[config.mk]
export PLATFORM = sky130hd
export DESIGN_NAME = condlogic_banked_flat
export DESIGN_NICKNAME = d
export VERILOG_FILES = /design/src/rtl/condlogic_banked_if.sv /design/src/rtl/condlogic_banked.sv /design/src/flat_wrapper.sv
export SDC_FILE = /design/constraint.sdc
export NUM_CORES = 1
export LEC_CHECK = 0
export ABC_AREA = 1
export BUFFER_PORTS_ARGS = -buffer_cell sky130_fd_sc_hd__buf_2
export CORE_MARGIN = 4
export CORE_UTILIZATION = 48
export CTS_CLUSTER_SIZE = 14
export DETAILED_ROUTE_END_ITERATION = 10
export PLACE_DENSITY = 0.85
export SLEW_MARGIN = 40
export SYNTH_ARGS = -nofsm -noshare
export SYNTH_HDL_FRONTEND = slang
export SYNTH_SLANG_ARGS = --single-unit
[constraint.sdc]
create_clock -name clk -period 2.3 [get_ports clk]
set_input_delay 0.23 -clock clk [delete_from_list [all_inputs] [get_ports clk]]
set_output_delay 0.23 -clock clk [all_outputs]
set_load 0.02 [all_outputs]
[src/rtl/condlogic_banked_if.sv]
// condlogic_banked_if
//   Bus between the multi-cycle controller/decoder and the conditional
//   execution unit.
//   master : controller side, drives condition, flag-write, write-request
//            and stack strobes; observes gated writes, condition and status.
//   slave  : condlogic_banked side.
//   Parameters NFLAGS / NGRP must match the attached condlogic_banked.
interface condlogic_banked_if #(
    parameter int NFLAGS = 4,
    parameter int NGRP   = 2
);
    // controller -> unit
    logic [3:0]        Cond;
    logic [NFLAGS-1:0] ALUFlags;
    logic [NGRP-1:0]   FlagW;
    logic              CondLatch;
    logic              PCS;
    logic              NextPC;
    logic              RegW;
    logic              MemW;
    logic              FlagPush;
    logic              FlagPop;

    // unit -> controller
    logic              PCWrite;
    logic              RegWrite;
    logic              MemWrite;
    logic              CondEx;
    logic              CondExQ;
    logic [NFLAGS-1:0] Flags;
    logic              StackEmpty;
    logic              StackFull;
    logic              StackErr;

    modport master (
        output Cond, ALUFlags, FlagW, CondLatch, PCS, NextPC, RegW, MemW,
               FlagPush, FlagPop,
        input  PCWrite, RegWrite, MemWrite, CondEx, CondExQ, Flags,
               StackEmpty, StackFull, StackErr
    );

    modport slave (
        input  Cond, ALUFlags, FlagW, CondLatch, PCS, NextPC, RegW, MemW,
               FlagPush, FlagPop,
        output PCWrite, RegWrite, MemWrite, CondEx, CondExQ, Flags,
               StackEmpty, StackFull, StackErr
    );
endinterface

[src/rtl/condlogic_banked.sv]
// condlogic_banked
//   Conditional-execution unit for a multi-cycle ARM-style core.
//   - Flag register (NFLAGS bits, [3:0] = N,Z,C,V) written in NGRP
//     independent groups, each only when the current instruction passes
//     its condition.
//   - ARM condition evaluation (CondEx, combinational) and a latched copy
//     (CondExQ) captured on the controller's CondLatch strobe.
//   - LIFO flag-save stack (DEPTH entries) for exception entry/return,
//     with empty/full status and a sticky misuse error.
//   - Gates PCWrite / RegWrite / MemWrite with the latched condition.
// Ports:
//   clk   : rising-edge clock
//   reset : asynchronous, active-low reset
//   bus   : condlogic_banked_if.slave (all controller-facing signals)
module condlogic_banked #(
    parameter int NFLAGS = 4,
    parameter int NGRP   = 2,
    parameter int DEPTH  = 4
) (
    input  logic              clk,
    input  logic              reset,
    condlogic_banked_if.slave bus
);

    localparam int GW = NFLAGS / NGRP;
    localparam int CW = $clog2(DEPTH + 1);
    localparam int IW = (DEPTH > 1) ? $clog2(DEPTH) : 1;
    localparam logic [CW-1:0] FULL_CNT = CW'(DEPTH);

    logic [NFLAGS-1:0] flags;
    logic [NFLAGS-1:0] flags_next;
    logic              cond_ex;
    logic              cond_exq;
    logic [CW-1:0]     count;
    logic              stack_err;
    logic [NFLAGS-1:0] stack_mem [DEPTH];

    logic              n_flag, z_flag, c_flag, v_flag;
    logic              empty, full;
    logic              push_only, pop_only, push_pop;
    logic              do_push, do_pop, err_event;
    logic [IW-1:0]     push_idx, pop_idx;

    assign n_flag = flags[3];
    assign z_flag = flags[2];
    assign c_flag = flags[1];
    assign v_flag = flags[0];

    // ------------------------------------------------------------------
    // Condition check, always on the registered flags
    // ------------------------------------------------------------------
    always_comb begin
        cond_ex = 1'b1;
        case (bus.Cond)
            4'b0000: cond_ex = z_flag;
            4'b0001: cond_ex = ~z_flag;
            4'b0010: cond_ex = c_flag;
            4'b0011: cond_ex = ~c_flag;
            4'b0100: cond_ex = n_flag;
            4'b0101: cond_ex = ~n_flag;
            4'b0110: cond_ex = v_flag;
            4'b0111: cond_ex = ~v_flag;
            4'b1000: cond_ex = c_flag & ~z_flag;
            4'b1001: cond_ex = ~c_flag | z_flag;
            4'b1010: cond_ex = (n_flag == v_flag);
            4'b1011: cond_ex = (n_flag != v_flag);
            4'b1100: cond_ex = ~z_flag & (n_flag == v_flag);
            4'b1101: cond_ex = z_flag | (n_flag != v_flag);
            default: cond_ex = 1'b1;  // AL, and 1111 treated as always
        endcase
    end

    // ------------------------------------------------------------------
    // Stack control
    // ------------------------------------------------------------------
    assign empty     = (count == '0);
    assign full      = (count == FULL_CNT);

    assign push_only = bus.FlagPush & ~bus.FlagPop;
    assign pop_only  = bus.FlagPop & ~bus.FlagPush;
    assign push_pop  = bus.FlagPush & bus.FlagPop;

    assign do_push   = push_only & ~full;
    assign do_pop    = pop_only & ~empty;
    // Simultaneous push+pop is ambiguous, so it is flagged and ignored.
    assign err_event = (push_only & full) | (pop_only & empty) | push_pop;

    // Index truncation is safe: push only when count < DEPTH, pop only
    // when count >= 1.
    assign push_idx  = IW'(count);
    assign pop_idx   = IW'(count - CW'(1));

    // ------------------------------------------------------------------
    // Next flag value: group writes first, then a pop overrides them
    // ------------------------------------------------------------------
    always_comb begin
        flags_next = flags;
        for (int unsigned g = 0; g < NGRP; g++) begin
            if (bus.FlagW[g] && cond_ex) begin
                flags_next[g*GW +: GW] = bus.ALUFlags[g*GW +: GW];
            end
        end
        if (do_pop) begin
            flags_next = stack_mem[pop_idx];
        end
    end

    // ------------------------------------------------------------------
    // Architectural state
    // ------------------------------------------------------------------
    always_ff @(posedge clk or negedge reset) begin
        if (!reset) begin
            flags     <= '0;
            cond_exq  <= 1'b0;
            count     <= '0;
            stack_err <= 1'b0;
        end else begin
            flags <= flags_next;
            if (bus.CondLatch) begin
                cond_exq <= cond_ex;
            end
            if (do_push) begin
                count <= count + CW'(1);
            end else if (do_pop) begin
                count <= count - CW'(1);
            end
            if (err_event) begin
                stack_err <= 1'b1;
            end
        end
    end

    // Stack storage needs no reset; entries above count are never read.
    // The pushed value is the pre-update flag register.
    always_ff @(posedge clk) begin
        if (do_push) begin
            stack_mem[push_idx] <= flags;
        end
    end

    // ------------------------------------------------------------------
    // Outputs
    // ------------------------------------------------------------------
    assign bus.CondEx     = cond_ex;
    assign bus.CondExQ    = cond_exq;
    assign bus.Flags      = flags;
    assign bus.PCWrite    = bus.PCS | (bus.NextPC & cond_exq);
    assign bus.RegWrite   = bus.RegW & cond_exq;
    assign bus.MemWrite   = bus.MemW & cond_exq;
    assign bus.StackEmpty = empty;
    assign bus.StackFull  = full;
    assign bus.StackErr   = stack_err;

endmodule

[src/flat_wrapper.sv]
// flat-port wrapper written by rule: the top's interface ports become plain ports
module condlogic_banked_flat 
#(
    parameter int NFLAGS = 4,
    parameter int NGRP   = 2,
    parameter int DEPTH  = 4
)
  (clk, reset, bus_Cond, bus_ALUFlags, bus_FlagW, bus_CondLatch, bus_PCS, bus_NextPC, bus_RegW, bus_MemW, bus_FlagPush, bus_FlagPop, bus_PCWrite, bus_RegWrite, bus_MemWrite, bus_CondEx, bus_CondExQ, bus_Flags, bus_StackEmpty, bus_StackFull, bus_StackErr);
  condlogic_banked_if #(.NFLAGS(NFLAGS), .NGRP(NGRP)) bus_i ();
  input  logic clk;
  input  logic reset;
  input wire logic [$bits(bus_i.Cond)-1:0] bus_Cond;
  input wire logic [$bits(bus_i.ALUFlags)-1:0] bus_ALUFlags;
  input wire logic [$bits(bus_i.FlagW)-1:0] bus_FlagW;
  input wire logic [$bits(bus_i.CondLatch)-1:0] bus_CondLatch;
  input wire logic [$bits(bus_i.PCS)-1:0] bus_PCS;
  input wire logic [$bits(bus_i.NextPC)-1:0] bus_NextPC;
  input wire logic [$bits(bus_i.RegW)-1:0] bus_RegW;
  input wire logic [$bits(bus_i.MemW)-1:0] bus_MemW;
  input wire logic [$bits(bus_i.FlagPush)-1:0] bus_FlagPush;
  input wire logic [$bits(bus_i.FlagPop)-1:0] bus_FlagPop;
  output wire logic [$bits(bus_i.PCWrite)-1:0] bus_PCWrite;
  output wire logic [$bits(bus_i.RegWrite)-1:0] bus_RegWrite;
  output wire logic [$bits(bus_i.MemWrite)-1:0] bus_MemWrite;
  output wire logic [$bits(bus_i.CondEx)-1:0] bus_CondEx;
  output wire logic [$bits(bus_i.CondExQ)-1:0] bus_CondExQ;
  output wire logic [$bits(bus_i.Flags)-1:0] bus_Flags;
  output wire logic [$bits(bus_i.StackEmpty)-1:0] bus_StackEmpty;
  output wire logic [$bits(bus_i.StackFull)-1:0] bus_StackFull;
  output wire logic [$bits(bus_i.StackErr)-1:0] bus_StackErr;
  assign bus_i.Cond = bus_Cond;
  assign bus_i.ALUFlags = bus_ALUFlags;
  assign bus_i.FlagW = bus_FlagW;
  assign bus_i.CondLatch = bus_CondLatch;
  assign bus_i.PCS = bus_PCS;
  assign bus_i.NextPC = bus_NextPC;
  assign bus_i.RegW = bus_RegW;
  assign bus_i.MemW = bus_MemW;
  assign bus_i.FlagPush = bus_FlagPush;
  assign bus_i.FlagPop = bus_FlagPop;
  assign bus_PCWrite = bus_i.PCWrite;
  assign bus_RegWrite = bus_i.RegWrite;
  assign bus_MemWrite = bus_i.MemWrite;
  assign bus_CondEx = bus_i.CondEx;
  assign bus_CondExQ = bus_i.CondExQ;
  assign bus_Flags = bus_i.Flags;
  assign bus_StackEmpty = bus_i.StackEmpty;
  assign bus_StackFull = bus_i.StackFull;
  assign bus_StackErr = bus_i.StackErr;
  condlogic_banked #(.NFLAGS(NFLAGS), .NGRP(NGRP), .DEPTH(DEPTH)) u_core (.clk(clk), .reset(reset), .bus(bus_i));
endmodule
==> results.tsv <==
metric	value	unit
cpMaxStageDelayCell	dfrtp_1	
initial_core_util	50.2	%
ios	31	
internal_power	1.01	mW
gp_congestion	0.865	
path_max_fanout	5	
fmax	0.475	GHz
finalHoldViolCount	0	
power	1.82	mW
final_common_cell	nand2_1	
syn_nets	189	
vias	1160	
start_kind	register	
fin_area	0.00160	sq mm
yosys.area.top_type	edfxtp_1	
antenna_found_initial	0	
grt_usage	17.1	%
via_per_inst	5.07	
drcViolationCount	0	
fp.coreArea	0.00276	sq mm
hpwl	2310	um
grt_pass1_wl	4660	um
clock_sinks	25	
drive_gt1_share	22.2	%
h-tree-depth	1	
dpl-instance-area	0.00157	sq mm
clkPwrFrac	10.6	%
dieArea	0.00381	sq mm
fin_nets	224	
synth_cell_types	25	
rsz0062_at_grt	false	
synth_warnings	0	
seqPwrFrac	41.5	%
critical_path_required	2290	ps
relSlewSlack	68.4	%
ys_seq_area_share	50.9	%
drtIter0Drc	86	
cts_tree	yes	
wl_per_cell	13.2	um
p_sw_share	44.6	%
crit_chain	inv_1 > ha_1 > ha_1 > nor3_1 > inv_1 > nor2_1	
combPwrFrac	47.8	%
path_delay_family	simple AND/OR/NAND/NOR gates	
reg2reg_depth	6	
dp_slack	231	ps
netlist.area_leader.share	34.7	%
final_antenna_net_count	0	
io_buffers	30	
fin_crit_sh	91.5	%
syn_area_per_cell	8.45	sq um
clockBufferDepth	2	
path_clk_slew	130	ps
synthTopCellsByArea	edfxtp_1 35%, dfrtp_1 16%, nand2_1 13%, ha_1 5.4%, inv_1 5.1%	
finalMaxSlewViolations	0	
crit_cells	6	
setup_viol	0	
crit_type	reg2reg	
hp-class	in2reg	
min_period	2100	ps
p_leak	0.805	nW
overflow	0	
ys_seq_elements	25	
syn_area	0.00139	sq mm
crit_path_end_kind	register	
power.switching	811	uW
drv_cap	0	
syn2layout_area_growth	15.8	%
dp.cells	224	
critical-path-max-stage-delay	400	ps
tns	0	ps
routed_wl	3020	um
die_w	61.7	um
cp.arrival	2090	ps
worstMarginPinSlew	473	ps
p_per_area	1130	mW/mm^2
grt_max_degree	16	
grt_pass1_vias	1050	
whs_path_depth	2	
r2r_slack	200	ps
cts_inserted_buffers	3	
drt_pass1_iterations	4	
rows	19	
antenna_cells	0	
worst_ir_drop_vdd	817	uV
die-height	61.7	um
final_cell_mix	49 x nand2_1, 30 x buf_2, 19 x inv_1, 19 x nor2_1, 16 x edfxtp_1	
clockRootBuffer	clkbuf_4	
insertion_delay	310	ps
finalWorstSetupSlack	196	ps
critical_path_buf_inv_count	2	
clock_skew	3.30	ps
status	finished clean	
instances_no_fill	229	
syn_inst	164	
## logic make-up after synthesis
group           Yosys count  synth area share (%)
simple gates             87                  25.9
buf+inv                  25                  7.59
flops                    25                  50.9
compound gates           20                  9.49
fa+ha+maj                 6                  5.42
xor+xnor                  1                 0.632
## timing repair
item | in CTS | in global routing
setup buffers | 0 | 0
hold buffers | 1 | 0
hold endpoints to repair | 9 | 0
resized for setup | 0 | 0
## power by group through the flow
stage | sequential (mW) | clock, mW | combinational, mW
2_1_floorplan | 0.765 | 0 | 0.572
3_3_place_gp | 0.755 | 0 | 0.853
3_5_place_dp | 0.764 | 0 | 0.871
4_1_cts | 0.754 | 0.200 | 0.876
5_1_grt | 0.768 | 0.210 | 0.979
6_report | 0.756 | 0.193 | 0.870
## routing by layer
metal / track usage [%] / up-vias / share of wire, %
met1: 21.7 / 518 / 46
met5: 0 / - / 0
li1: - / 602 / -
met3: 1.65 / 4 / 4.6
met4: 6.67 / 0 / 1.5
met2: 29.9 / 36 / 48
## worst reg2reg max path: cells and delay by family, from the launching register on
family,cells,cell delay [ps]
adder cells (fa/ha/maj),2,450
flip-flops,1,400
AND/OR/NAND/NOR,2,670
buffers and inverters,2,260
## synth_stat cells
cell type,count
inv_1,19
dfrtp_1,9
xor2_1,1
a32oi_1,1
clkinv_1,2
o221ai_1,1
o21ai_0,5
clkbuf_1,1
nor2_1,19
a31oi_1,1
nor3_1,2
buf_2,1
edfxtp_1,16
nand3_1,10
ha_1,6
a21oi_1,6
o21bai_1,1
a32o_1,2
a21o_1,1
nand2_1,49
clkbuf_8,1
inv_2,1
nor2_2,2
nand2_2,5
o32ai_1,2
## state kept, by name, summed over array words and instances, names as in the netlist
| register | flops |
|---|---|
| u_core.bus.StackErr | 1 |
| u_core.stack_mem | 16 |
| u_core.bus.Flags | 4 |
| u_core.count | 3 |
| u_core.bus.CondExQ | 1 |
## metrics by stage
stage          util (%)  hold WS [ps]
2_1_floorplan         -         -65.6
5_1_grt            58.2          90.3
3_5_place_dp       56.8          96.2
4_1_cts            58.2          90.8
6_report           58.2          95.8
3_3_place_gp       56.8          96.2
## layout make-up
class | instances | area [sq um]
Clock buffer | 3 | 22.5
Sequential cell | 25 | 706
Timing Repair Buffer | 33 | 175
Fill cell | 253 | 1150
Multi-Input combinational cell | 114 | 574
Inverter | 22 | 82.6
Tap cell | 31 | 38.8
Clock inverter | 1 | 5.00
## final timing paths
kind / from / to
worst max-delay path: u_core.count[1] / u_core.stack_mem[1][0]
min in group asynchronous: reset / u_core.count[1]
worst min register to register: u_core.bus.StackErr / u_core.bus.StackErr
worst min-delay path: bus_CondLatch / u_core.bus.CondExQ
worst max register to register: u_core.count[1] / u_core.stack_mem[1][0]
max in group asynchronous: reset / u_core.bus.Flags[0]
No activity file was read; power rests on OpenSTA's default activity.
